## config.mk

```make
export PLATFORM = sky130hd
export DESIGN_NAME = bcd_seq_ctrl_flat
export DESIGN_NICKNAME = d
export VERILOG_FILES = /design/src/rtl/bcd_seq_ctrl_pkg.sv /design/src/rtl/bcd_seq_ctrl_if.sv /design/src/rtl/bcd_seq_ctrl_bcd_to_7seg.sv /design/src/rtl/bcd_seq_ctrl.sv /design/src/flat_wrapper.sv
export SDC_FILE = /design/constraint.sdc
export NUM_CORES = 1
export LEC_CHECK = 0
export ABC_AREA = 1
export BUFFER_PORTS_ARGS = -buffer_cell sky130_fd_sc_hd__buf_2
export CORE_ASPECT_RATIO = 1.75
export CORE_MARGIN = 2
export CORE_UTILIZATION = 56
export CTS_CLUSTER_SIZE = 8
export DETAILED_ROUTE_END_ITERATION = 6
export PLACE_DENSITY = 0.75
export SYNTH_ARGS = -nofsm -noshare
export SYNTH_HDL_FRONTEND = slang
export SYNTH_SLANG_ARGS = --single-unit
```

## constraint.sdc

```tcl
create_clock -name clk -period 4.4 [get_ports clk]
set_input_delay 1.1 -clock clk [delete_from_list [all_inputs] [get_ports clk]]
set_output_delay 1.1 -clock clk [all_outputs]
set_load 0.01 [all_outputs]
```

## src/rtl/bcd_seq_ctrl_pkg.sv

```systemverilog
// Shared types and constants for the sequenced BCD add/subtract display path.
package bcd_seq_pkg;

  typedef enum logic [1:0] {
    ST_IDLE   = 2'd0,
    ST_CONV   = 2'd1,
    ST_COMMIT = 2'd2
  } state_t;

  localparam logic [6:0] SEG_BLANK = 7'b1111111;
  localparam logic [6:0] SEG_MINUS = 7'b0111111;

  localparam logic [1:0] UNITS    = 2'd0;
  localparam logic [1:0] TENS     = 2'd1;
  localparam logic [1:0] HUNDREDS = 2'd2;
  localparam logic [1:0] SIGN     = 2'd3;

  localparam int CONV_ITERS = 9;

  // Double-dabble correction: every nibble of 5 or more gets 3 added before the shift.
  function automatic logic [11:0] bcd_add3(input logic [11:0] bcd);
    logic [11:0] res;
    res = 12'd0;
    for (int i = 0; i < 3; i++) begin
      if (bcd[i*4 +: 4] >= 4'd5) begin
        res[i*4 +: 4] = bcd[i*4 +: 4] + 4'd3;
      end else begin
        res[i*4 +: 4] = bcd[i*4 +: 4];
      end
    end
    return res;
  endfunction

endpackage

```

## src/rtl/bcd_seq_ctrl_if.sv

```systemverilog
// Request/response handshake between the board top and the BCD sequencing controller.
interface bcd_seq_ctrl_if;

  logic       start;
  logic       selector_suma_resta;
  logic [7:0] input_top_1;
  logic [7:0] input_top_2;
  logic       busy;
  logic       done;

  modport master (
    output start, selector_suma_resta, input_top_1, input_top_2,
    input  busy, done
  );

  modport slave (
    input  start, selector_suma_resta, input_top_1, input_top_2,
    output busy, done
  );

endinterface

```

## src/rtl/bcd_seq_ctrl_bcd_to_7seg.sv

```systemverilog
// Active-low seven-segment decode {g,f,e,d,c,b,a}; non-decimal codes are blank.
module bcd_to_7seg
  import bcd_seq_pkg::*;
(
  input  logic [3:0] i_bcd,
  output logic [6:0] o_seg
);

  // Digit lookup
  always_comb begin
    o_seg = SEG_BLANK;
    case (i_bcd)
      4'd0:    o_seg = 7'b1000000;
      4'd1:    o_seg = 7'b1111001;
      4'd2:    o_seg = 7'b0100100;
      4'd3:    o_seg = 7'b0110000;
      4'd4:    o_seg = 7'b0011001;
      4'd5:    o_seg = 7'b0010010;
      4'd6:    o_seg = 7'b0000010;
      4'd7:    o_seg = 7'b1111000;
      4'd8:    o_seg = 7'b0000000;
      4'd9:    o_seg = 7'b0010000;
      default: o_seg = SEG_BLANK;
    endcase
  end

endmodule

```

## src/rtl/bcd_seq_ctrl.sv

```systemverilog
// Start/busy/done controller: signed-magnitude add/subtract, serial double-dabble to
// three BCD digits, and continuous 4-digit multiplexed seven-segment scan.
module bcd_seq_ctrl
  import bcd_seq_pkg::*;
#(
  parameter int REFRESH_DIV = 50000
) (
  input  logic             clk,
  input  logic             reset,
  bcd_seq_ctrl_if.slave    bus,
  output logic [6:0]       SSeg,
  output logic [3:0]       an
);

  localparam int              DIV_W     = (REFRESH_DIV > 1) ? $clog2(REFRESH_DIV) : 1;
  localparam logic [DIV_W-1:0] DIV_LAST  = DIV_W'(REFRESH_DIV - 1);
  localparam logic [3:0]       ITER_LAST = 4'(CONV_ITERS - 1);

  state_t      r_state;
  state_t      w_next;
  logic        r_busy;
  logic        r_done;
  logic        w_busy_nxt;
  logic        w_done_nxt;
  logic        w_capture;
  logic        w_iterate;
  logic        w_commit;

  logic [8:0]  w_mag_in;
  logic        w_neg_in;
  logic [8:0]  r_mag;
  logic        r_neg;
  logic [11:0] r_bcd;
  logic [3:0]  r_iter;

  logic [3:0]  r_hund;
  logic [3:0]  r_tens;
  logic [3:0]  r_units;
  logic        r_disp_neg;

  logic [DIV_W-1:0] r_div;
  logic [1:0]       r_slot;
  logic [3:0]       w_nibble;
  logic [6:0]       w_digit_seg;

  assign bus.busy = r_busy;
  assign bus.done = r_done;

  // Signed-magnitude result of the operands currently on the bus
  always_comb begin
    w_mag_in = 9'd0;
    w_neg_in = 1'b0;
    if (!bus.selector_suma_resta) begin
      w_mag_in = {1'b0, bus.input_top_1} + {1'b0, bus.input_top_2};
      w_neg_in = 1'b0;
    end else if (bus.input_top_1 >= bus.input_top_2) begin
      w_mag_in = {1'b0, bus.input_top_1} - {1'b0, bus.input_top_2};
      w_neg_in = 1'b0;
    end else begin
      w_mag_in = {1'b0, bus.input_top_2} - {1'b0, bus.input_top_1};
      w_neg_in = 1'b1;
    end
  end

  // FSM state register with registered handshake outputs
  always_ff @(posedge clk) begin
    if (reset) begin
      r_state <= ST_IDLE;
      r_busy  <= 1'b0;
      r_done  <= 1'b0;
    end else begin
      r_state <= w_next;
      r_busy  <= w_busy_nxt;
      r_done  <= w_done_nxt;
    end
  end

  // FSM next-state
  always_comb begin
    w_next = r_state;
    case (r_state)
      ST_IDLE: begin
        if (bus.start) begin
          w_next = ST_CONV;
        end else begin
          w_next = ST_IDLE;
        end
      end
      ST_CONV: begin
        if (r_iter == ITER_LAST) begin
          w_next = ST_COMMIT;
        end else begin
          w_next = ST_CONV;
        end
      end
      ST_COMMIT: w_next = ST_IDLE;
      default:   w_next = ST_IDLE;
    endcase
  end

  // FSM outputs; start is only honoured in IDLE, so a busy request never re-samples operands
  always_comb begin
    w_capture = 1'b0;
    w_iterate = 1'b0;
    w_commit  = 1'b0;
    case (r_state)
      ST_IDLE:   w_capture = bus.start;
      ST_CONV:   w_iterate = 1'b1;
      ST_COMMIT: w_commit  = 1'b1;
      default:   w_capture = 1'b0;
    endcase
    w_busy_nxt = (w_next != ST_IDLE);
    w_done_nxt = w_commit;
  end

  // Operand capture, conversion shift chain and display commit
  always_ff @(posedge clk) begin
    if (reset) begin
      r_mag      <= 9'd0;
      r_neg      <= 1'b0;
      r_bcd      <= 12'd0;
      r_iter     <= 4'd0;
      r_hund     <= 4'd0;
      r_tens     <= 4'd0;
      r_units    <= 4'd0;
      r_disp_neg <= 1'b0;
    end else begin
      if (w_capture) begin
        r_mag  <= w_mag_in;
        r_neg  <= w_neg_in;
        r_bcd  <= 12'd0;
        r_iter <= 4'd0;
      end else if (w_iterate) begin
        {r_bcd, r_mag} <= {bcd_add3(r_bcd), r_mag} << 1'b1;
        r_iter         <= r_iter + 4'd1;
      end
      if (w_commit) begin
        r_hund     <= r_bcd[11:8];
        r_tens     <= r_bcd[7:4];
        r_units    <= r_bcd[3:0];
        r_disp_neg <= r_neg;
      end
    end
  end

  // Refresh divider and slot index; runs regardless of FSM state
  always_ff @(posedge clk) begin
    if (reset) begin
      r_div  <= '0;
      r_slot <= UNITS;
    end else if (r_div == DIV_LAST) begin
      r_div  <= '0;
      r_slot <= r_slot + 2'd1;
    end else begin
      r_div  <= r_div + DIV_W'(1);
    end
  end

  // Anode select and digit mux for the current slot
  always_comb begin
    an       = 4'b1111;
    w_nibble = 4'd0;
    case (r_slot)
      UNITS:    begin an = 4'b1110; w_nibble = r_units; end
      TENS:     begin an = 4'b1101; w_nibble = r_tens;  end
      HUNDREDS: begin an = 4'b1011; w_nibble = r_hund;  end
      SIGN:     begin an = 4'b0111; w_nibble = 4'd0;    end
      default:  begin an = 4'b1111; w_nibble = 4'd0;    end
    endcase
    if (r_slot == SIGN) begin
      SSeg = r_disp_neg ? SEG_MINUS : SEG_BLANK;
    end else begin
      SSeg = w_digit_seg;
    end
  end

  bcd_to_7seg u_dec (
    .i_bcd (w_nibble),
    .o_seg (w_digit_seg)
  );

endmodule
```

## src/flat_wrapper.sv

```systemverilog
// flat-port wrapper written by rule: the top's interface ports become plain ports
module bcd_seq_ctrl_flat import bcd_seq_pkg::*;
#(
  parameter int REFRESH_DIV = 50000
)
  (clk, reset, SSeg, an, bus_start, bus_selector_suma_resta, bus_input_top_1, bus_input_top_2, bus_busy, bus_done);
  bcd_seq_ctrl_if bus_i ();
  input  logic clk;
  input  logic reset;
  output logic [6:0] SSeg;
  output logic [3:0] an;
  input wire logic [$bits(bus_i.start)-1:0] bus_start;
  input wire logic [$bits(bus_i.selector_suma_resta)-1:0] bus_selector_suma_resta;
  input wire logic [$bits(bus_i.input_top_1)-1:0] bus_input_top_1;
  input wire logic [$bits(bus_i.input_top_2)-1:0] bus_input_top_2;
  output wire logic [$bits(bus_i.busy)-1:0] bus_busy;
  output wire logic [$bits(bus_i.done)-1:0] bus_done;
  assign bus_i.start = bus_start;
  assign bus_i.selector_suma_resta = bus_selector_suma_resta;
  assign bus_i.input_top_1 = bus_input_top_1;
  assign bus_i.input_top_2 = bus_input_top_2;
  assign bus_busy = bus_i.busy;
  assign bus_done = bus_i.done;
  bcd_seq_ctrl #(.REFRESH_DIV(REFRESH_DIV)) u_core (.clk(clk), .reset(reset), .bus(bus_i), .SSeg(SSeg), .an(an));
endmodule
```

==> flow_summary.yaml <==
critical_path:
  crit_chain: "inv_1 > ha_1 > clkinv_1 > o21ai_0 > inv_1 > ha_1 > or2_2 > nand2_1 > nand2_1 > buf_2"
  max_stage_delay_ns: 0.50
  crit_path_end_kind: "output pin"
  slowest_stage: "o21ai_0"
  r2r-end: "u_core.r_units[2]"
  worst_r2r_path_depth: 5
  cp.required_ns: 3.30
  crit_arrival_ns: 2.61
  path_max_fanout: 8
  critPathKind: "reg -> out"
  r2r_start: "u_core.r_state[1]"
  startpoint_type: "flop"
  critPathLaunch: "u_core.r_slot[0]"
  r2r_setup_slack_ns: 2.48
synth:
  yosysWarnings: 0
  synth_cell_types: 43
  synth_cells: 645
  synth_top_area_share_pct: 28.10
  synthMuxAreaShare_pct: 0
  synth_top_family_by_area: "simple AND/OR/NAND/NOR gates"
  synthSimpleGateAreaFrac_pct: 28.94
  synth.largest_area_cell: "dfxtp_1"
  synth_xor_xnor_area_share_pct: 2.419
  synth_top_flop_cell: "dfxtp_1"
  synth_edf_count: 0
  ys_seq_area_share_pct: 28.10
  ys_ff_latch: 61
  synthArstFlopShare_pct: 0
  syn_area_sq_um: 4345
  synth_area_per_cell_sq_um: 6.737
  synth_fa_ha_area_share_pct: 13.76
  syn-num-nets: 711
  synth_compound_area_share_pct: 15.29
  yosys-top-cells-area: "dfxtp_1 (28%), nand2_1 (13%), ha_1 (12%)"
detailed_routing:
  wl_per_cell_um: 13.04
  drt_pre_antenna_iters: 7
  antenna_left: 0
  post_drt_via_cell_ratio: 5.442
  wirelength_um: 9974
  vias: 4163
  drc: 0
  drtIter0Drc: 194
final_layout:
  areaGrowthSynthToFinish_pct: 12.01
  n_antenna_cell: 0
  final_nets: 738
  mostFrequentLayoutCells: "nand2_1 (148), inv_1 (103), dfxtp_1 (61)"
  layout-drive-gt1-share_pct: 10.64
  final_area_sq_um: 4867
  final_common_cell: "nand2_1"
floorplan:
  die_width_um: 70.59
  dieArea_sq_um: 8508
  core_sq_um: 7567
  start_util_pct: 57.42
  ioPinCount: 33
  placementRows: 42
  die_h_um: 120.5
power_and_ir_drop:
  p_per_area_nw_per_um2: 335.1
  ir_drop_mv: 0.1748
  power.total_mw: 1.631
  p_leak_nw: 2.347
timing:
  slew_headroom_pct: 19.93
  skew_ns: 0.005230
  fin_crit_sh_pct: 84.39
  setup_tns_ns: 0
  max_freq_mhz: 269.3
  drv_slew: 0
  hold_ws_ns: 0.4696
  finalHoldViolations: 0
  setup_violations: 0
  rsz0062_at_grt: "false"
  fin_crit_ns: 3.713
  worst_slew_pin_slew_ns: 1.197
clock_network:
  clkLatencyLatePin_ns: 0.32
  clkTransAtPathRegs_ns: 0.05
  cts_buffers: 9
  clockBufferDepth: 2
  cts_tree: "yes"
  cts_resized: 0
  post_cts_buffers: 0
  htreeDepth: 3
  cts_sinks: 61
  clock-root-buffer: "clkbuf_16"
  holdBufCountCts: 0
worst_hold_path:
  min-delay-start: "u_core.r_mag[4]"
  holdPathStages: 2
  holdCritPathClass: "reg -> reg"
  whs_endpoint: "u_core.r_mag[4]"
global_routing:
  grt_first_pass_wirelength_um: 16990
  grt_pass1_vias: 4065
  grt_usage_pct: 24.81
  antenna_found_initial: 0
  grt_max_degree: 24
  gr-total-overflow: 0
placement:
  gp_routability_congestion: 1.012
  dpl_cell_area_sq_um: 4522
  hpwl_um: 7858
  io_buffers: 32
job:
  cap_viol_max_count: 0
outcome:
  status: "completed"
## worst max path at each step
stage / endpoint / slack, ns / depth (start not counted)
finish: SSeg[3] / 0.69 / 10
global route: SSeg[3] / 0.41 / 10
CTS: SSeg[3] / 0.66 / 10
detailed placement: SSeg[3] / 1.01 / 10
global placement: SSeg[3] / 1.14 / 10
floorplan: SSeg[3] / 1.27 / 9
## area by class of cell
| type | count | area (sq um) |
|---|---|---|
| fillers | 688 | 2700 |
| repair buffers | 33 | 167.7 |
| clock inverters | 3 | 65.06 |
| multi-input cells | 461 | 2625 |
| flip-flops and latches | 61 | 1221 |
| inverters | 106 | 397.9 |
| well taps | 88 | 110.1 |
| clock buffers | 13 | 280.3 |
## routing by layer
| metal | up-vias | share of wire, % | global-route usage (%) |
|---|---|---|---|
| li1 | 2122 | - | - |
| met1 | 1878 | 35 | 21.80 |
| met2 | 120 | 56 | 49.35 |
| met3 | 43 | 3.1 | 3.583 |
| met4 | 0 | 6.0 | 16.98 |
| met5 | - | 0 | 0 |
## flip-flops by register name, summed over array words and instances, names as in the netlist
name	count
u_core.r_state	2
u_core.r_slot	2
u_core.r_units	4
u_core.r_iter	4
u_core.r_tens	4
u_core.bus.busy	1
u_core.r_disp_neg	1
u_core.bus.done	1
u_core.r_div	16
u_core.r_hund	4
u_core.r_neg	1
u_core.r_bcd	12
u_core.r_mag	9
## per-stage QoR
stage / instances / worst slack (ns) / util, %
after floorplan: 645 / 1.272 / -
after global placement: 749 / 1.139 / 59.76
after detailed placement: 749 / 1.011 / 59.76
after CTS: 765 / 0.6620 / 64.32
after global routing: 765 / 0.4089 / 64.32
final: 765 / 0.6869 / 64.32
## worst max-delay path: cells and delay by family (launching register included)
kind,cells,cell delay (ns)
compound gates,1,0.50
fa+ha+maj,2,0.49
buf+inv,4,0.53
flops,1,0.35
simple gates,3,0.41
## cells in the mapped netlist, types with 3 or more instances
master	n
o21a_1	4
nor3_1	4
inv_1	103
nand4_1	12
buf_2	4
fa_1	3
nor3b_1	3
or2_2	4
nor2_2	5
nand3_1	40
nor2_1	51
nor4_1	3
o21ai_0	42
nand2_1	148
nand2_2	5
xor2_1	10
dfxtp_1	61
ha_1	43
o211ai_1	9
a21oi_1	54
clkbuf_1	7
## power by group
| group | internal [mW] | switching, mW | leakage (nW) |
|---|---|---|---|
| clock network | 0.555 | 0.229 | 0.172 |
| registers | 0.571 | 0.0106 | 0.495 |
| logic | 0.0892 | 0.176 | 1.68 |
## cells by family (layout without fill, tap and decap cells)
family / count (synthesis) / in the layout
and+or+nand+nor: 283 / 283
buffers and inverters: 123 / 155
AOI/OAI and AO/OA: 120 / 120
DFF: 61 / 61
adders and majority gates: 46 / 46
xor gates and xnor gates: 12 / 12
Power figures use the tool's default switching activity.
